$ cat src/rtl/riscv_muldiv_pkg.sv
// riscv_muldiv_pkg
// Shared definitions for the iterative RV32M/RV64M multiply-divide unit:
// funct3 op encodings, FSM state encoding, and a most-negative-value helper.
// No ports (package).

package riscv_muldiv_pkg;

    localparam logic [2:0] MD_MUL    = 3'd0;
    localparam logic [2:0] MD_MULH   = 3'd1;
    localparam logic [2:0] MD_MULHSU = 3'd2;
    localparam logic [2:0] MD_MULHU  = 3'd3;
    localparam logic [2:0] MD_DIV    = 3'd4;
    localparam logic [2:0] MD_DIVU   = 3'd5;
    localparam logic [2:0] MD_REM    = 3'd6;
    localparam logic [2:0] MD_REMU   = 3'd7;

    typedef enum logic [1:0] {
        IDLE = 2'd0,
        CALC = 2'd1,
        FIX  = 2'd2,
        DONE = 2'd3
    } md_state_e;

    localparam int MD_MAX_XLEN = 128;

    // Most-negative two's-complement value for an xlen-bit word, returned
    // zero-extended to MD_MAX_XLEN; callers truncate to their own width.
    function automatic logic [MD_MAX_XLEN-1:0] md_most_neg(input int xlen);
        logic [MD_MAX_XLEN-1:0] v;
        v           = '0;
        v[xlen-1]   = 1'b1;
        return v;
    endfunction

endpackage

$ cat src/rtl/riscv_div_step.sv
// riscv_div_step
// One combinational restoring-division step: shift the next dividend bit into
// the partial remainder, trial-subtract the divisor, keep the difference if it
// did not borrow.
// Ports:
//   rem_in   [XLEN-1:0]  partial remainder (always < divisor)
//   divisor  [XLEN-1:0]  divisor magnitude
//   bit_in               next dividend bit, MSB first
//   rem_out  [XLEN-1:0]  next partial remainder
//   q_bit                quotient bit produced by this step

module riscv_div_step #(
    parameter int XLEN = 32
) (
    input  logic [XLEN-1:0] rem_in,
    input  logic [XLEN-1:0] divisor,
    input  logic            bit_in,
    output logic [XLEN-1:0] rem_out,
    output logic            q_bit
);

    logic [XLEN:0] shifted;
    logic [XLEN:0] diff;

    assign shifted = {rem_in, bit_in};
    assign diff    = shifted - {1'b0, divisor};
    assign q_bit   = ~diff[XLEN];
    // On a failed trial the shifted value is below the divisor, so it fits.
    assign rem_out = q_bit ? diff[XLEN-1:0] : shifted[XLEN-1:0];

endmodule

$ cat src/rtl/riscv_muldiv_unit.sv
// riscv_muldiv_unit
// Iterative M-extension multiply/divide unit beside the EX-stage ALU.
// Shift-add multiply and restoring divide on operand magnitudes, one bit per
// cycle, followed by a sign-fix cycle. Division corner cases give ISA results.
// Optional build macro: RISCV_MULDIV_EARLY_OUT_EN -- divide-by-zero, signed
// overflow and multiply-by-zero skip CALC (done 1 cycle after acceptance).
// Ports:
//   clk, reset        rising-edge clock, async active-high reset
//   start, op         request valid and funct3 opcode
//   rs1, rs2          operands (dividend / divisor)
//   flush             abort any in-flight op
//   ready             combinational: idle or done, may accept
//   busy, done        registered status; done is a one-cycle result pulse
//   result            registered result, held until the next done
//
// state | meaning
// IDLE  | waiting for a request
// CALC  | XLEN shift-add / restoring-divide iterations
// FIX   | sign correction and result select
// DONE  | result valid for one cycle, next request may be accepted

module riscv_muldiv_unit
    import riscv_muldiv_pkg::*;
#(
    parameter  int XLEN  = 32,
    localparam int CNT_W = $clog2(XLEN + 1)
) (
    input  logic            clk,
    input  logic            reset,
    input  logic            start,
    input  logic [2:0]      op,
    input  logic [XLEN-1:0] rs1,
    input  logic [XLEN-1:0] rs2,
    input  logic            flush,
    output logic            ready,
    output logic            busy,
    output logic            done,
    output logic [XLEN-1:0] result
);

    localparam logic [CNT_W-1:0] LAST_ITER = CNT_W'(XLEN - 1);
`ifdef RISCV_MULDIV_EARLY_OUT_EN
    localparam logic [XLEN-1:0] MOST_NEG = XLEN'(md_most_neg(XLEN));
`endif

    md_state_e         state_q, state_d;
    logic [CNT_W-1:0]  cnt_q, cnt_d;
    // Multiply: {product high, multiplier shifting out}.
    // Divide:   {partial remainder, dividend shifting out / quotient in}.
    logic [2*XLEN-1:0] acc_q, acc_d;
    logic [XLEN-1:0]   opb_q, opb_d;
    logic [2:0]        op_q, op_d;
    logic              sa_q, sa_d;
    logic              sb_q, sb_d;
    logic              dz_q, dz_d;
    logic              busy_q, busy_d;
    logic              done_q, done_d;
    logic [XLEN-1:0]   result_q, result_d;

    logic              accept;
    logic              a_signed, b_signed;
    logic              sign_a, sign_b;
    logic [XLEN-1:0]   mag_a, mag_b;
    logic [XLEN:0]     mul_sum;
    logic [XLEN-1:0]   div_rem;
    logic              div_q;
    logic [2*XLEN-1:0] prod_fix;
    logic [XLEN-1:0]   quot_fix, rem_fix, sel_result;

    assign ready  = (state_q == IDLE) || (state_q == DONE);
    assign accept = start && ready && !flush;
    assign busy   = busy_q;
    assign done   = done_q;
    assign result = result_q;

    assign a_signed = (op == MD_MULH) || (op == MD_MULHSU) || (op == MD_DIV) || (op == MD_REM);
    assign b_signed = (op == MD_MULH) || (op == MD_DIV) || (op == MD_REM);
    assign sign_a   = a_signed && rs1[XLEN-1];
    assign sign_b   = b_signed && rs2[XLEN-1];
    assign mag_a    = sign_a ? -rs1 : rs1;
    assign mag_b    = sign_b ? -rs2 : rs2;

    assign mul_sum = {1'b0, acc_q[2*XLEN-1:XLEN]} + (acc_q[0] ? {1'b0, opb_q} : '0);

    riscv_div_step #(.XLEN(XLEN)) u_div_step (
        .rem_in  (acc_q[2*XLEN-1:XLEN]),
        .divisor (opb_q),
        .bit_in  (acc_q[XLEN-1]),
        .rem_out (div_rem),
        .q_bit   (div_q)
    );

    // Divide-by-zero naturally leaves |rs1| as remainder, which the remainder
    // sign fix turns back into rs1; only the quotient needs overriding.
    assign prod_fix = (sa_q ^ sb_q) ? -acc_q : acc_q;
    assign quot_fix = dz_q ? '1 : ((sa_q ^ sb_q) ? -acc_q[XLEN-1:0] : acc_q[XLEN-1:0]);
    assign rem_fix  = sa_q ? -acc_q[2*XLEN-1:XLEN] : acc_q[2*XLEN-1:XLEN];

    always_comb begin
        sel_result = rem_fix;
        case (op_q)
            MD_MUL:                       sel_result = prod_fix[XLEN-1:0];
            MD_MULH, MD_MULHSU, MD_MULHU: sel_result = prod_fix[2*XLEN-1:XLEN];
            MD_DIV, MD_DIVU:              sel_result = quot_fix;
            MD_REM, MD_REMU:              sel_result = rem_fix;
            default:                      sel_result = rem_fix;
        endcase
    end

    always_comb begin
        state_d  = state_q;
        cnt_d    = cnt_q;
        acc_d    = acc_q;
        opb_d    = opb_q;
        op_d     = op_q;
        sa_d     = sa_q;
        sb_d     = sb_q;
        dz_d     = dz_q;
        done_d   = 1'b0;
        result_d = result_q;

        if (flush) begin
            state_d = IDLE;
        end else begin
            case (state_q)
                IDLE, DONE: begin
                    state_d = IDLE;
                    if (accept) begin
                        op_d    = op;
                        sa_d    = sign_a;
                        sb_d    = sign_b;
                        dz_d    = (rs2 == '0);
                        opb_d   = mag_b;
                        acc_d   = {{XLEN{1'b0}}, mag_a};
                        cnt_d   = '0;
                        state_d = CALC;
`ifdef RISCV_MULDIV_EARLY_OUT_EN
                        // Preload acc with the final magnitudes and go to FIX.
                        if (op[2] && (rs2 == '0)) begin
                            acc_d   = {mag_a, {XLEN{1'b1}}};
                            state_d = FIX;
                        end else if (((op == MD_DIV) || (op == MD_REM)) &&
                                     (rs1 == MOST_NEG) && (rs2 == '1)) begin
                            acc_d   = {{XLEN{1'b0}}, MOST_NEG};
                            state_d = FIX;
                        end else if (!op[2] && ((rs1 == '0) || (rs2 == '0))) begin
                            acc_d   = '0;
                            state_d = FIX;
                        end
`endif
                    end
                end
                CALC: begin
                    if (op_q[2]) begin
                        acc_d = {div_rem, acc_q[XLEN-2:0], div_q};
                    end else begin
                        acc_d = {mul_sum, acc_q[XLEN-1:1]};
                    end
                    cnt_d = cnt_q + 1'b1;
                    if (cnt_q == LAST_ITER) begin
                        state_d = FIX;
                    end
                end
                FIX: begin
                    result_d = sel_result;
                    done_d   = 1'b1;
                    state_d  = DONE;
                end
                default: state_d = IDLE;
            endcase
        end

        busy_d = (state_d == CALC) || (state_d == FIX);
    end

    always_ff @(posedge clk or posedge reset) begin
        if (reset) begin
            state_q  <= IDLE;
            cnt_q    <= '0;
            acc_q    <= '0;
            opb_q    <= '0;
            op_q     <= '0;
            sa_q     <= 1'b0;
            sb_q     <= 1'b0;
            dz_q     <= 1'b0;
            busy_q   <= 1'b0;
            done_q   <= 1'b0;
            result_q <= '0;
        end else begin
            state_q  <= state_d;
            cnt_q    <= cnt_d;
            acc_q    <= acc_d;
            opb_q    <= opb_d;
            op_q     <= op_d;
            sa_q     <= sa_d;
            sb_q     <= sb_d;
            dz_q     <= dz_d;
            busy_q   <= busy_d;
            done_q   <= done_d;
            result_q <= result_d;
        end
    end

endmodule
$ cat config.mk
export PLATFORM = sky130hd
export DESIGN_NAME = riscv_muldiv_unit
export DESIGN_NICKNAME = d
export VERILOG_FILES = /design/src/rtl/riscv_muldiv_pkg.sv /design/src/rtl/riscv_div_step.sv /design/src/rtl/riscv_muldiv_unit.sv
export SDC_FILE = /design/constraint.sdc
export NUM_CORES = 1
export LEC_CHECK = 0
export CELL_PAD_IN_SITES_DETAIL_PLACEMENT = 1
export CELL_PAD_IN_SITES_GLOBAL_PLACEMENT = 1
export CORE_MARGIN = 2
export CORE_UTILIZATION = 45
export DETAILED_ROUTE_END_ITERATION = 16
export PLACE_DENSITY_LB_ADDON = 0.12
export SYNTH_ARGS = -nofsm -noshare
export SYNTH_HDL_FRONTEND = slang
export SYNTH_SLANG_ARGS = --single-unit
$ cat constraint.sdc
create_clock -name clk -period 5.52 [get_ports clk]
set_clock_uncertainty 0.2 [all_clocks]
set_input_delay 1.104 -clock clk [delete_from_list [all_inputs] [get_ports clk]]
set_output_delay 1.104 -clock clk [all_outputs]
set_load 0.05 [all_outputs]
# == After elaboration in Yosys (flattened, before gate mapping) ==
# Index checks and enable logic that the tools add are counted.
# Widths: inputs -> output; s select.
# op_classes
n_addsub,8
n_eq_ne,18
n_mux,20
bitwise_logic,3
n_reduce_logical,23
# op_table
cell,count
$mux 32,7
$mux 64,3
$neg 32->32,4
$pmux 32 s4,1
$pmux 64 s2,1
$neg 64->64,1
$add 32x32->33,1
$sub 33x32->33,1
$logic_not 32->1,1
$eq 3x3->1 const B,6
$pmux 6 s2,1
$eq 3x2->1 const B,3
$logic_or 1x1->1,7
$add 6x1->6 const B,1
$eq 2x2->1 const B,3
$eq 3x1->1 const B,2
$eq 6x5->1 const B,1
$mux 6,1
$pmux 2 s3,1
$reduce_and 3->1,2
$reduce_or 2->1,3
$eq 2x1->1 const B,2
$logic_and 1x1->1,4
$mux 2,2
other kinds (10),13
# word_totals
ff_bits,144
in_bits,71
output_inout_bits,35
word_cells,83

# == Depth between registers and ports, before layout ==
# Gate-level depths: netlist (run 1).
# depth
depth_word,9
mapped_depth,15
depth_no_buf,14

# == Modules after synthesis ==
# From an unflattened synthesis (run 1), not the netlist that was laid out.
# unflattened
cells_unflattened,1920
hier_area_um2,14705.4
# by_module_without_submodules
mod,instances,cells_per_inst,area_each_um2,seq_area_each_um2
riscv_muldiv_unit,1,1615,12346.8,3603.5
riscv_div_step,1,305,2358.5,0.0

# == Worst setup path before layout (run 1) ==
# No wires, ideal clock.
# synth_path
kind,reg-to-reg
from,register acc_q[0]
to,register acc_q[61]
setup_ns,0.104
arrival_time_ns,3.152
required_time_ns,5.216
path_slack_ns,2.065
path_stages_with_launch,15
path_buffers,1
period_less_slack_ns,3.455
cell_sequence,dfrtp_1 -> inv_1 -> clkbuf_1 -> nor2_1 -> ha_1 -> o21a_1 -> o31a_1 -> o311a_1 -> o31a_1 -> nor3_2 -> o21ai_1 -> o21ai_2 -> o21ai_1 -> mux2_1 -> o41ai_2
# synth_via
elab_chain_cells,4
# synth_lines
element,line,rtl
"start, declared",riscv_muldiv_unit.sv:50,"logic [2*XLEN-1:0] acc_q, acc_d;"
"start signal, assigned",riscv_muldiv_unit.sv:180,acc_q <= '0;
"start signal, assigned",riscv_muldiv_unit.sv:192,acc_q <= acc_d;
$mux 32,riscv_muldiv_unit.sv:83,"assign mul_sum = {1'b0, acc_q[2*XLEN-1:XLEN]} + (acc_q[0] ? {1'b0, opb_q} : '0);"
$add 32x32->33,riscv_muldiv_unit.sv:83,
$mux 64,riscv_muldiv_unit.sv:154,if (op_q[2]) begin
$pmux 64 s2,riscv_muldiv_unit.sv:125,case (state_q)
# No other way between the ends.
# A chain may end at the register's enable or synchronous reset.

# == Final worst setup path (run 1) ==
# layout_path
from,register acc_q[0]
to,register acc_q[62]
# Same word-level chain as after synthesis.

==> run summary, run 1 <==
I/O pin count - 106
H-tree level count - 4
most numerous cell in the Yosys netlist - nand2_1
Register Area - 0.00360 sq mm
Arr. time, crit path - 4460 ps
LEAKAGE - 6.91 nW
distinct cell type count after synthesis - 85
hold endpoint - opb_q[12]
Worst VDD drop - 0.000247 V
vias in the first global route - 14400
dpl cells - 2269
synthesized cell area - 0.0141 sq mm
HP Class - reg2reg
Max Fanout on Critical Path - 20
period utilization - 79.0%
Commonest cells post-synth - nand2_1 (246), o21ai_0 (228), nor2_1 (161), dfrtp_1 (144), a21oi_1 (120)
routed vias - 14400
Setup crit start kind - flip-flop
slowest cell delay on critical path - 620 ps
row count - 64
Num Clock Sinks - 144
global-route usage over all layers - 30.8%
largest net degree at the start of global routing - 98
Detail Route Antenna Nets - 0
post-synthesis xor/xnor area fraction - 11.0%
max_cap viols - 0
Worst Reg-to-Reg Cells - 12
fmax - 0.229 GHz
clk_lat worst skew - 470 ps
main combinational cell family by area after synthesis - compound AO/OA/AOI/OAI gates
Die Wd - 181 um
routability cong. - 0.929
DR iter-0 viols - 1052
Port Buffers - 105
FFs w/ async S/R, synth - 100%
Longest Clk Path Bufs - 2
Worst Hold Margin - 278 ps
ANT cells - 0
Die Height - 181 um
Compound-Gate Fraction of Synth Area - 27.2%
Fill cells - 3793
Worst Hold Path Cells - 2
Simple-Gate Fraction of Synth Area - 20.2%
setup_tns - 0 ps
worst r2r src - acc_q[0]
Post-CTS Hold Buffers - 0
CP Capture Type - flip-flop
Initial DRT Pass Iterations - 5
top cells by area, synth - dfrtp_1 (26%), o21ai_0 (8.1%), nand2_1 (6.6%)
final hold vios - 0
min-delay src - opb_q[12]
hpwl dp - 38300 um
r2r setup slk - 1160 ps
Core Box Area - 0.0307 sq mm
Slew Limit Fails - 0
Adder-Cell Fraction of Synth Area - 6.70%
number of enable flip-flop cells after synthesis - 0
CTS Buf Count - 17
DRC errors left - 0
CTS tree - built
Synthesized Nets - 2001
Total Power - 4.31 mW
Avg Inst Size Synth - 7.57 sq um
CP required - 5620 ps
Worst slew margin - 33.0%
Yosys reg bits - 144
RR Endpoint - acc_q[62]
ys flop type - dfrtp_1
post-synthesis sequential area ratio - 25.6%
Final Non-Filler Cells - 2301
measured slew at the worst slew-check pin - 996 ps
Initial Util - 45.8%
mux cell area share after synthesis - 4.23%
P per Cell Area - 270 mW/mm^2
Largest delay share family, worst path - compound AO/OA/AOI/OAI gates
share of layout cells above drive strength 1 - 5.04%
post-CTS setup buffers - 0
Final min period - 4360 ps
worst path cell trace - inv_1 -> nor2_1 -> ha_1 -> a21oi_1 -> o21ai_0 -> a22o_1 -> o21ai_0 -> o31ai_1 -> a311oi_1 -> o31ai_1 -> o31ai_1 -> o211ai_1
area leader, netlist - dfrtp_1
Crit-path slowest cell - a311oi_1
RSZ-0062 raised after global routing - no
initial antenna violation count - 1
full die area - 0.0327 sq mm
most frequent CP cell - o31ai_1
first-pass GRT wire length - 80000 um
Worst Path Buf+Inv - 1
yosys warns - 0
final net count - 2037
Area growth, synth to finish - 13.7%
Root Buffer - clkbuf_16
status - completed
PostCTS Resize Cnt - 0
Mapped Cells - 1856
Multi-input gate area - 0.00979 sq mm
Worst-path clk slew - 60 ps
WS Path Type - reg2reg
Wirelength per Cell - 22.0 um
vias per std cell - 6.26
DRT Wirelength - 50700 um
gr ovfl total - 0
top-area cell type share of the netlist area - 25.6%
count of final setup violators - 0
-- layout by cell type (no fill, tap or decap), drive strengths merged, types with 15 or more instances in the layout --
cell type / instances
nand2: 246
o21ai: 242
nor2: 162
dfrtp: 144
a21oi: 121
clkdlybuf4s50: 105
xor2: 89
xnor2: 86
inv: 74
ha: 72
mux2i: 56
a21o: 37
nor3: 34
a31oi: 29
nand3: 26
nor4: 26
o31ai: 24
buf: 22
clkbuf: 21
o211ai: 19
a22oi: 17
a211oi: 17
nand2b: 16
o22ai: 16
o21a: 15
and2: 15
or3: 15
-- logic make-up (layout without fill, tap and decap cells) --
| group | Yosys count | after routing |
|---|---|---|
| AOI/OAI and AO/OA | 619 | 619 |
| xor gates and xnor gates | 175 | 175 |
| muxes | 59 | 59 |
| and+or+nand+nor | 604 | 604 |
| buffers and inverters | 181 | 230 |
| adders and majority gates | 74 | 74 |
| DFF | 144 | 144 |
-- power by group --
part | internal [mW] | switching (mW) | total (mW) | leakage [nW]
clock | 0.694 | 0.521 | 1.22 | 0.285
sequential | 1.16 | 0.177 | 1.34 | 1.88
combinational | 0.626 | 1.13 | 1.75 | 4.75
total | 2.48 | 1.83 | 4.31 | 6.91
-- flip-flops by register name, indices dropped and copies added (netlist names) --
name / flops
busy: 1
op_q: 3
sb_q: 1
opb_q: 32
state_q: 2
sa_q: 1
acc_q: 64
done: 1
result: 32
dz_q: 1
cnt_q: 6
-- through the flow --
stage	util [%]	area (sq um)	setup WS, ps
floorplan	-	14100	350
global placement	50.2	15400	1250
detailed placement	50.2	15400	1220
CTS	52.1	16000	1240
global route	52.1	16000	898
finish	52.1	16000	1160
-- routing by layer --
layer  global-route usage [%]  routed length [um]  share of wire [%]  up-vias
met4                     11.7                1630                3.2        2
met5                        0                  13              0.026        -
met1                     43.3               23800                 47     7112
li1                         -                   -                  -     6728
met2                     47.6               22500                 44      461
met3                     4.66                2840                5.6      105
-- layout make-up --
class / instances / share of cell area [%]
clock buffers: 21 / 2.88
clock inverters: 11 / 0.807
inverters: 71 / 1.70
multi-input cells: 1531 / 61.3
flip-flops and latches: 144 / 22.6
well taps: 396 / 3.10
repair buffers: 127 / 7.69
-- worst max-delay path by stage --
stage | startpoint | to | slack (ps) | cells after the start
2_1_floorplan | reset | acc_q[0] | 350 | 1
3_3_place_gp | rs1[3] | acc_q[27] | 1250 | 10
3_5_place_dp | rs1[3] | acc_q[27] | 1220 | 10
4_1_cts | acc_q[0] | acc_q[62] | 1240 | 12
5_1_grt | acc_q[0] | acc_q[62] | 900 | 12
6_report | acc_q[0] | acc_q[62] | 1160 | 12
-- worst reg2reg max path, cell delays in order (launching register included) --
cell and delay, ps:
dfrtp_1 440, inv_1 550, nor2_1 130, ha_1 380
a21oi_1 170, o21ai_0 150, a22o_1 240, o21ai_0 500
o31ai_1 280, a311oi_1 620, o31ai_1 150, o31ai_1 280
o211ai_1 120
Note: power is estimated with default switching activity, not from simulation.
==> run 2, diff against run 1 <==
==> constraint.sdc (replaced) <==
create_clock -name clk -period 4.4 [get_ports clk]
set_clock_uncertainty 0.2 [all_clocks]
set_input_delay 0.88 -clock clk [delete_from_list [all_inputs] [get_ports clk]]
set_output_delay 0.88 -clock clk [all_outputs]
set_load 0.05 [all_outputs]
==> run 2 against run 1 <==
Compared with the run above:
- final cell count grew 1.6%
- hold slack is essentially flat
- flip-flop and latch count is the same
- sequential power grew 24%
- register-to-register slack lost 880 ps
- count of clock-buffer cells in the layout shrank 4
- first-iteration DRC count grew 29%
- combinational power grew 30%
- non-clock buffer count grew 36
- maximum frequency grew 5.7%
- critical path type unchanged
- highest routed layer is now met4
==> run summary, run 2 (synthesis results as in run 1) <==
Worst VDD drop - 0.000320 V
Fill cells - 3823
WS Path Type - reg2reg
Setup crit start kind - flip-flop
routed vias - 14600
vias in the first global route - 14600
Longest Clk Path Bufs - 2
setup_tns - 0 ps
Worst Hold Path Cells - 2
Largest Register - acc_q
Die Wd - 181 um
hpwl dp - 40200 um
ANT cells - 0
Worst slew margin - 34.5%
share of layout cells above drive strength 1 - 6.90%
DRC errors left - 0
count of final setup violators - 0
Die Height - 181 um
Detail Route Antenna Nets - 0
Slew Limit Fails - 0
Num Clock Sinks - 144
Worst Reg-to-Reg Cells - 13
measured slew at the worst slew-check pin - 979 ps
I/O pin count - 106
RSZ-0062 raised after global routing - no
final hold vios - 0
Core Box Area - 0.0307 sq mm
full die area - 0.0327 sq mm
initial antenna violation count - 0
Worst Hold Margin - 278 ps
PostCTS Resize Cnt - 0
row count - 64
most frequent cells in the layout - nand2_1 (246), o21ai_0 (228), nor2_1 (161)
Final min period - 4120 ps
Initial DRT Pass Iterations - 6
period utilization - 93.7%
LEAKAGE - 7.09 nW
Worst-path clk slew - 70 ps
DRT Wirelength - 52300 um
gr ovfl total - 0
Arr. time, crit path - 4270 ps
fmax - 0.243 GHz
DR iter-0 viols - 1355
max_cap viols - 0
clk_lat worst skew - 460 ps
CTS Buf Count - 17
vias per std cell - 6.25
largest net degree at the start of global routing - 82
Port Buffers - 105
global-route usage over all layers - 31.6%
final net count - 2073
Wirelength per Cell - 22.4 um
first-pass GRT wire length - 82400 um
Register Area - 0.00360 sq mm
CP Capture Type - flip-flop
HP Class - reg2reg
routability cong. - 0.997
post-CTS setup buffers - 0
status - completed
H-tree level count - 4
Multi-input gate area - 0.00978 sq mm
Post-CTS Hold Buffers - 0
CP required - 4550 ps
Max Fanout on Critical Path - 15
leading cell type in the layout, fill and taps excluded - nand2_1
Area growth, synth to finish - 15.5%
CTS tree - built
P per Cell Area - 334 mW/mm^2
Initial Util - 45.8%
Root Buffer - clkbuf_16
Largest register FFs - 64
-- run 2: cell count changes in the layout (fill, tap and decap cells not counted), sizes merged --
cell      change
clkbuf        -4
inv           +2
clkinv        +2
clkinvlp      +1
bufinv        -1
buf          +36
-- run 2: path summary, 6_finish.rpt --
kind | startpoint | to | slack, ps
min in group asynchronous | reset | result[24] | 600
hold / removal | opb_q[6] | opb_q[6] | 280
setup / recovery | acc_q[0] | acc_q[61] | 280
hold reg to reg | opb_q[6] | opb_q[6] | 280
max in group asynchronous | reset | acc_q[57] | 2540
setup reg to reg | acc_q[0] | acc_q[61] | 280
-- run 2: through the flow --
step	area (sq um)	cells	setup slack [ps]	util, %	total power, mW
after global placement	15700	2305	481	51.1	3.83
after floorplan	14100	1856	945	-	3.10
final	16200	2337	277	52.9	5.41
after global routing	16200	2337	22.3	52.9	5.68
after detailed placement	15700	2305	393	51.1	3.90
after CTS	16200	2337	341	52.9	5.38
-- run 2: report_power, final --
part / switching (mW) / total (mW) / internal (mW)
Combinational: 1.47 / 2.28 / 0.813
Sequential: 0.199 / 1.66 / 1.46
Clock: 0.678 / 1.47 / 0.794
Total: 2.35 / 5.41 / 3.07
-- run 2: final cells by class --
class | instances | share of cell area, %
Multi-Input combinational cell | 1531 | 60.2
Sequential cell | 144 | 22.2
Timing Repair Buffer | 163 | 9.31
Tap cell | 396 | 3.05
Clock buffer | 17 | 2.62
Inverter | 71 | 1.66
Clock inverter | 15 | 0.910
-- run 2: metal layers --
layer	vias to the layer above	routed length [um]	track usage, %
met3	100	3160	5.18
met1	7218	24000	44.2
met4	0	1660	11.5
li1	6815	-	-
met2	476	23400	49.3
met5	-	0	0
-- run 2: critical path, stage by stage (launching register included) --
cell	delay (ps)
dfrtp_1	430
inv_1	440
nor2_1	110
ha_1	350
nor2b_1	160
o31a_1	270
o311a_1	330
o31a_1	330
nor3_2	290
o21ai_1	180
o21ai_2	250
o21ai_1	120
mux2_1	340
o41ai_2	220
